**src/rtl/dec_pkg.sv**
```systemverilog
`default_nettype none
// ============================================================================
//  Module      : dec_pkg
//  Description : Shared mode encodings, FSM state type and clog2 helper for
//                the decoder_scanner block.
//  Revision    : 1.0 - initial release
// ============================================================================
package dec_pkg;

    localparam logic MODE_DIRECT = 1'b0;
    localparam logic MODE_SCAN   = 1'b1;

    typedef enum logic [1:0] {
        ST_IDLE = 2'd0,
        ST_HOLD = 2'd1,
        ST_SCAN = 2'd2
    } state_t;

    // Ceiling log2, usable in constant expressions (clog2(1) = 0).
    function automatic int clog2(input int value);
        int result;
        int v;
        result = 0;
        v      = value - 1;
        while (v > 0) begin
            result = result + 1;
            v      = v >> 1;
        end
        return result;
    endfunction

endpackage
`default_nettype wire

```
**src/rtl/onehot_decoder.sv**
```systemverilog
`default_nettype none
// ============================================================================
//  Module      : onehot_decoder
//  Description : Combinational N-to-2^N one-hot decoder with enable.
//                All outputs are zero when en is low.
//  Revision    : 1.0 - initial release
// ============================================================================
module onehot_decoder #(
    parameter int N = 4
) (
    input  logic [N-1:0]      in,
    input  logic              en,
    output logic [2**N-1:0]   y
);

    // Drive exactly one line high for the selected index when enabled.
    always_comb begin
        y = '0;
        if (en) begin
            y[in] = 1'b1;
        end
    end

endmodule
`default_nettype wire

```
**src/rtl/decoder_scanner.sv**
```systemverilog
`default_nettype none
// ============================================================================
//  Module      : decoder_scanner
//  Description : Registered one-hot decoder. Direct mode holds a latched
//                address; scan mode walks the active line across an
//                inclusive [lo, hi] window, DWELL cycles per line, with a
//                one-cycle wrap pulse when the walk returns to lo.
//  Revision    : 1.0 - initial release
// ============================================================================
module decoder_scanner
    import dec_pkg::*;
#(
    parameter int N     = 4,
    parameter int DWELL = 4
) (
    input  logic               clk,
    input  logic               rst,
    input  logic               en,
    input  logic               mode,
    input  logic               load,
    input  logic               stop,
    input  logic [N-1:0]       addr,
    input  logic [N-1:0]       scan_lo,
    input  logic [N-1:0]       scan_hi,
    output logic [2**N-1:0]    y,
    output logic [N-1:0]       idx,
    output logic               wrap,
    output logic               busy
);

    // Dwell counter is at least one bit wide so DWELL=1 still has a counter.
    localparam int              DCW         = (clog2(DWELL) < 1) ? 1 : clog2(DWELL);
    localparam logic [DCW-1:0]  c_dcnt_last = DCW'(DWELL - 1);

    state_t          r_state, w_state_nx;
    logic [N-1:0]    r_idx,   w_idx_nx;
    logic [N-1:0]    r_lo,    w_lo_nx;
    logic [N-1:0]    r_hi,    w_hi_nx;
    logic [DCW-1:0]  r_dcnt,  w_dcnt_nx;
    logic            r_wrap,  w_wrap_nx;
    logic            r_busy;
    logic            w_y_en;

    // Next-state and datapath decisions; priority is stop, then load, then scan advance.
    always_comb begin
        w_state_nx = r_state;
        w_idx_nx   = r_idx;
        w_lo_nx    = r_lo;
        w_hi_nx    = r_hi;
        w_dcnt_nx  = r_dcnt;
        w_wrap_nx  = 1'b0;

        if (stop) begin
            w_state_nx = ST_IDLE;
        end else if (load) begin
            w_dcnt_nx = '0;
            if (mode == MODE_DIRECT) begin
                w_idx_nx   = addr;
                w_state_nx = ST_HOLD;
            end else begin
                w_idx_nx   = scan_lo;
                w_lo_nx    = scan_lo;
                // An inverted window collapses to the single line scan_lo.
                w_hi_nx    = (scan_hi < scan_lo) ? scan_lo : scan_hi;
                w_state_nx = ST_SCAN;
            end
        end else if ((r_state == ST_SCAN) && en) begin
            if (r_dcnt == c_dcnt_last) begin
                w_dcnt_nx = '0;
                // Wrap is decided by comparison with hi, never by counter overflow.
                if (r_idx != r_hi) begin
                    w_idx_nx = r_idx + 1'b1;
                end else begin
                    w_idx_nx  = r_lo;
                    w_wrap_nx = 1'b1;
                end
            end else begin
                w_dcnt_nx = r_dcnt + 1'b1;
            end
        end
    end

    // State, index, window, dwell and status registers.
    always_ff @(posedge clk) begin
        if (rst) begin
            r_state <= ST_IDLE;
            r_idx   <= '0;
            r_lo    <= '0;
            r_hi    <= '0;
            r_dcnt  <= '0;
            r_wrap  <= 1'b0;
            r_busy  <= 1'b0;
        end else begin
            r_state <= w_state_nx;
            r_idx   <= w_idx_nx;
            r_lo    <= w_lo_nx;
            r_hi    <= w_hi_nx;
            r_dcnt  <= w_dcnt_nx;
            r_wrap  <= w_wrap_nx;
            r_busy  <= (w_state_nx != ST_IDLE);
        end
    end

    assign w_y_en = en && (r_state != ST_IDLE);

    onehot_decoder #(
        .N (N)
    ) u_onehot_decoder (
        .in (r_idx),
        .en (w_y_en),
        .y  (y)
    );

    assign idx  = r_idx;
    assign wrap = r_wrap;
    assign busy = r_busy;

endmodule
`default_nettype wire

```
**config.mk**
```make
export PLATFORM = sky130hd
export DESIGN_NAME = decoder_scanner
export DESIGN_NICKNAME = d
export VERILOG_FILES = /design/src/rtl/dec_pkg.sv /design/src/rtl/onehot_decoder.sv /design/src/rtl/decoder_scanner.sv
export SDC_FILE = /design/constraint.sdc
export NUM_CORES = 1
export LEC_CHECK = 0
export CAP_MARGIN = 20
export CORE_MARGIN = 4
export CORE_UTILIZATION = 40
export DETAILED_ROUTE_END_ITERATION = 12
export MAX_ROUTING_LAYER = met4
export PLACE_DENSITY = 0.76
export SYNTH_ARGS = -nofsm -noshare
export SYNTH_HDL_FRONTEND = slang
export SYNTH_HIERARCHICAL = 1
export SYNTH_SLANG_ARGS = --single-unit
```
**constraint.sdc**
```tcl
create_clock -name clk -period 1.7 [get_ports clk]
set_clock_uncertainty 0.2 [all_clocks]
set_input_delay 0.34 -clock clk [delete_from_list [all_inputs] [get_ports clk]]
set_output_delay 0.34 -clock clk [all_outputs]
set_load 0.05 [all_outputs]
```
==> results by stage, run 1 <==
Run status:
- The run stopped with a tool error.
- The terminating stage of the flow is clock tree synthesis.
- The tool reported: "[ERROR DPL-0033] detailed placement checks failed during check placement".

Clock tree:
- In this run the deepest clock path goes through 2 buffers.
- In this run the number of H-tree levels came out at 1.
- Counting the buffers created by CTS gives 3.
- The clock tree root driver cell is clkbuf_4.
- The total setup buffers inserted after CTS is 8.
- For this design, the sink count on the clock tree is 18.
- The hold buffer count at CTS is 0.
- After clock tree synthesis, the repair step resized 34 gates.

Placed design:
- The weighted congestion at the end of routability-driven global placement is 0.853.
- Input and output buffers added on the ports amount to 39.
- Including well taps, the total number of placed cells is 234.
- The HPWL after detailed placement is 2910 um.
- In this run the cell area measured after placement is 0.00217 mm^2.

Synth:
- In the synthesized netlist the dominant register cell turns out to be dfxtp_1.
- The fraction of the mapped netlist area in adder cells is 0.0559.
- The post-synthesis net count is 160.
- The portion of synthesized area spent on multiplexers is 0.129.
- For this run, the number of Yosys warnings is 6.
- The share of the Yosys chip area taken by registers is 0.322.
- The main combinational cell family by area after synthesis is simple AND/OR/NAND/NOR gates.
- In this run the cell area of the synthesized design comes to 0.00112 mm^2.
- The per-instance average area after synthesis is 8.16 um^2.
- The fraction of the mapped netlist area in compound gates is 0.145.
- Counting flops with a built-in enable in the synthesized netlist gives 0.
- The synthesized netlist contains 36 unique library cells.
- The xor and xnor fraction of the mapped netlist area is 0.0470.
- The synthesized design contains 18 register bits.
- The async set-or-reset flop fraction in the synthesized netlist is 0.
- The number of instances in the synthesized netlist is 137.
- Of the total synthesized cell area, the portion taken by AND, OR, NAND and NOR gates is 0.262.

Floorplan:
- The floorplan die height is 60.9 um.
- The number of core rows is 18.
- The initial standard-cell utilization of the core is 0.436.
- The die outline width is 60.9 um.
- During I/O placement, the number of pins put on the boundary was 40.
[cell families after synthesis]
logic type      after synthesis
compound gates               24
xor+xnor                      6
fa+ha+maj                     5
buf+inv                      11
flops                        18
mux                          14
simple gates                 59
[metrics by stage]
stage          worst slack (ns)  TNS [ns]   util
3_5_place_dp             -0.639    -12.16  0.847
3_3_place_gp             -0.618    -11.29  0.847
2_1_floorplan            -0.217    -0.983      -
[cell usage after synthesis, types with 2 or more instances]
cell type	n	area [um^2]
mux2i_1	11	110
mux2_2	3	33.8
a21oi_1	5	25.0
nand2b_1	5	31.3
xor2_1	2	17.5
nor3b_1	2	15.0
nor2_1	30	113
nand3b_1	2	15.0
ha_1	5	62.6
xnor2_1	4	35.0
buf_2	2	10.0
a211oi_1	5	37.5
inv_1	5	18.8
dfxtp_1	18	360
o21ai_0	3	15.0
nor3_1	5	25.0
a22oi_1	2	15.0
clkbuf_1	4	15.0
nand2_1	6	22.5
nand3_1	2	10.0
==> run 2: changes to the inputs <==
Settings changed: CORE_UTILIZATION 40 to 31, MAX_ROUTING_LAYER met4 to unset, PLACE_DENSITY 0.76 to unset, PLACE_DENSITY_LB_ADDON set to 0.15.
Clock period 1.7 ns to 2.2 ns, I/O delays scaled along.
==> results by stage, run 2 <==
STA:
- The final setup slack of the worst path is -0.00878 ns.
- The count of pins over their slew limit is 0.
- Of the available clock period, the critical path in the final layout requires 1.00.
- Setup repair after global routing could not meet its margin everywhere.
- The tightest hold path in the finished design has a slack of 0.315 ns.
- Derived from the worst setup path, the maximum achievable clock frequency is 453 MHz.
- Setup violations remaining at the end of the flow were counted as 1.
- The actual transition at the worst max-transition pin is 0.488 ns.
- The number of endpoints with negative hold slack in the final report is 0.
- After layout, the minimum clock period comes to 2.21 ns.
- In this run the tightest slew margin relative to its limit is 0.674.

Route:
- In the final routed layout, each cell accounts on average for 13.0 um.
- For this run, design rule violations remaining after detail routing come to 0.
- The number of detailed-route iterations in the first pass is 4.
- Detailed routing inserted a total of 1136 vias.
- The count of antenna-violating nets left after detailed routing is 0.
- The routed design has 3010 um of wire.
- The number of design-rule violations left by the first detailed-router iteration is 46.
- After detailed routing, the number of vias per cell comes to 4.90.

Floorplan:
- The die outline width was 68.1 um (was 60.9 um).
- The number of core rows is 21 (was 18).
- The count of pins on the block boundary is 40 (unchanged).
- The area enclosed by the die boundary is 0.00463 mm^2.
- The floorplan die height is 68.1 um (was 60.9 um).
- The standard cell core area is 0.00342 mm^2.
- The initial standard-cell utilization of the core came to 0.327 (was 0.436).

Critical path:
- Grouping stages by cell kind, the critical path spends the most delay in simple AND/OR/NAND/NOR gates.
- The startpoint of the worst register-to-register path is idx[1]$_SDFFE_PP0P_.
- The required time of the critical path is 1.56 ns.
- The longest individual stage delay on the worst path is 0.43 ns.
- The capturing element type of the critical path is a primary output.
- Data arrives at the worst endpoint at 1.57 ns.
- Following the worst setup path forward leads to its endpoint at y[0].
- The element type at the critical path start is a flip-flop.
- The worst reg2reg path depth is 5.
- The critical path goes through o21a_1 > or3b_4 > nor3_4 > buf_12.
- The setup slack of the worst register-to-register path is 0.37 ns.
- The worst register-to-register path ends at idx[1]$_SDFFE_PP0P_.
- The number of buffers and inverters on the critical path is 1.
- The cell depth of the worst setup path is 4.
- The slowest stage of the critical path is the or3b_4 cell.
- In this run the worst path has a maximum fanout of 4.
- The critical path class is flip-flop to primary output.
- The critical path starts at r_state[0]$_SDFF_PP0_.

Synth:
- The per-instance average area after synthesis was 8.16 um^2 (unchanged).
- The sequential share of the synthesized area is 0.322 (unchanged).
- Cells taking the most area after synthesis: dfxtp_1 32%, nor2_1 10%, mux2i_1 9.8%, ha_1 5.6%, a211oi_1 3.4% (unchanged).
- The number of enable-type register cells in the synthesized netlist is 0 (unchanged).
- The number of distinct standard cells referenced by the synthesized netlist is 36 (unchanged).
- The async set-or-reset flop fraction in the synthesized netlist is 0 (unchanged).
- The number of instances in the synthesized netlist came to 137 (unchanged).
- The leading cell type by number of instances after synthesis is nor2_1 (unchanged).
- Leading post-synthesis cells by instance count: 30 x nor2_1, 18 x dfxtp_1, 11 x mux2i_1 (unchanged).
- The Yosys warning count is 6 (unchanged).
- The dominant register cell in the synthesized netlist is dfxtp_1 (unchanged).
- The cell taking the most area after synthesis was dfxtp_1 (unchanged).
- The fraction of synthesized cell area taken by the top area cell type is 0.322 (unchanged).
- The cell area after synthesis is 0.00112 mm^2 (unchanged).
- The post-synthesis net count is 160 (unchanged).
- The flop and latch count out of synthesis is 18 (unchanged).

Finish:
- The library cells used most frequently in the layout, excluding fill and tap cells, are 18 x nor2_1, 18 x clkdlybuf4s50_1, 15 x buf_12, 15 x buf_4, 12 x dfxtp_1.
- For this run, the share of the core covered by cells in the final layout is 0.556.
- Compared with the post-synthesis result, the final layout area differs by 69.8%.
- The number of diodes added for antenna fixing is 0.
- At the end of the flow, the number of nets in the layout was 210.
- The share of post-route cells with drive strength above 1 is 0.344.
- The cell area after layout is 0.00190 mm^2.

Placed design:
- The post-placement setup slack is -0.328 ns (was -0.639 ns).
- The weighted congestion at the end of routability-driven global placement is 0.790 (was 0.853).
- The number of buffer cells added on primary ports is 39 (unchanged).
- The placed standard-cell area is 0.00181 mm^2 (was 0.00217 mm^2).
- The half-perimeter wire length after detailed placement is 2480 um (was 2910 um).

Power:
- Of the total power, registers draw 0.459.
- Of the total power, combinational logic draws 0.283.
- Cell internal power was estimated by the tool at 0.552 mW.
- Of the total power, the share spent switching nets is 0.306.
- The worst-case IR drop observed on VDD is 0.227 mV.
- Power comes to 0.796 mW.
- The clock network power share is 0.258.
- For this design the static power due to leakage is 0.749 nW.
- The power per standard cell area is 419 mW/mm^2.
- For this design the total switching power over the nets is 0.244 mW.

Flow run:
- The number of maximum-capacitance violations is 0.

Clock tree:
- The number of H-tree levels is 1 (unchanged).
- The clock-pin slew of the registers on the worst-case setup and hold paths is 0.11 ns.
- The latest clock arrival within the worst-skew pair is 0.29 ns.
- The clock tree from TritonCTS is yes.
- The total number of clock tree sinks is 18 (unchanged).
- The number of buffers on the longest clock path is 2 (unchanged).
- The number of clock buffers inserted by TritonCTS was 3 (unchanged).
- The clock tree root driver cell is clkbuf_4 (unchanged).

Hold path:
- The tightest min-delay check is of the flip-flop to flip-flop type.
- The number of instances on the worst hold path is 2.
- In this run the most critical hold path is launched from r_lo[3]$_SDFFE_PP0P_.

Global route:
- The met1 demand-to-capacity share in global routing is 0.163.
- Global routing finished with a remaining overflow of 0.
- The first global-routing pass estimated 5110 um of wire.
- The overall global routing resource usage is 0.144.
- The number of global-route vias before repair is 1163.
- The global routing usage on met2 is 0.268.
- The met3 global-route usage is 0.0246.
- The global-route layer with the greatest usage is met2.
- Entering global routing, the biggest net connects 14 pins.
- The number of antenna violations at the first check in global routing was 0.

Run status:
- Outcome: finished, violations left (was aborted with a tool error).
- The checks that failed: negative setup slack.
## run 2: power groups by stage
stage,Sequential [mW],Combinational (mW),Clock (mW)
detailed placement,0.372,0.223,0
floorplan,0.389,0.118,0
global route,0.370,0.246,0.227
finish,0.366,0.226,0.205
global placement,0.371,0.218,0
CTS,0.365,0.227,0.209
## run 2: timing repair
| item | CTS | global route |
|---|---|---|
| setup buffers | 3 | 1 |
| endpoints found under the setup margin | 16 | 13 |
| endpoints found under the hold margin | 0 | 0 |
| pin swaps | 2 | 3 |
| hold buffers | 0 | 0 |
| gates resized for setup | 4 | 7 |
| cloned | 0 | 0 |
## run 2: cell type report
class	instances	area [um^2]
Tap cell	46	57.6
Multi-Input combinational cell	108	777
Clock buffer	4	36.3
Sequential cell	18	370
Inverter	5	18.8
Fill cell	319	1520
Timing Repair Buffer	51	639
## run 2: through the flow
step	instances	setup TNS, ns
3_3_place_gp	224	-2.96
6_report	232	-0.00878
4_1_cts	231	-0.0537
5_1_grt	232	-0.704
2_1_floorplan	137	-0.525
3_5_place_dp	224	-3.48
## run 2: routing by layer
layer | wire length (um) | up-vias | share of wire
met1 | 1250 | 512 | 0.42
li1 | - | 581 | -
met2 | 1520 | 39 | 0.50
met4 | 40 | 0 | 0.013
met3 | 199 | 4 | 0.066
met5 | 0 | - | 0
## run 2: worst register-to-register path, delay by kind of cell (launching register included)
family	cells	cell delay [ns]
muxes	1	0.33
xor gates and xnor gates	1	0.18
and+or+nand+nor	1	0.21
AOI/OAI and AO/OA	2	0.24
DFF	1	0.55
## run 2: logic make-up after synthesis
logic type               synth area share
XOR/XNOR                           0.0470
AO/OA/AOI/OAI                       0.145
adder cells (fa/ha/maj)            0.0559
multiplexers                        0.129
AND/OR/NAND/NOR                     0.262
buffers and inverters              0.0391
flip-flops                          0.322
## run 2: worst min-delay path by stage
stage                           end  slack [ns]
6_report       r_lo[3]$_SDFFE_PP0P_        0.31
5_1_grt        r_hi[2]$_SDFFE_PP0P_        0.35
4_1_cts        r_lo[3]$_SDFFE_PP0P_        0.32
3_5_place_dp   r_lo[3]$_SDFFE_PP0P_        0.29
3_3_place_gp   r_lo[0]$_SDFFE_PP0P_        0.27
2_1_floorplan  r_lo[3]$_SDFFE_PP0P_        0.25
No activity file was read; power rests on OpenSTA's default activity.
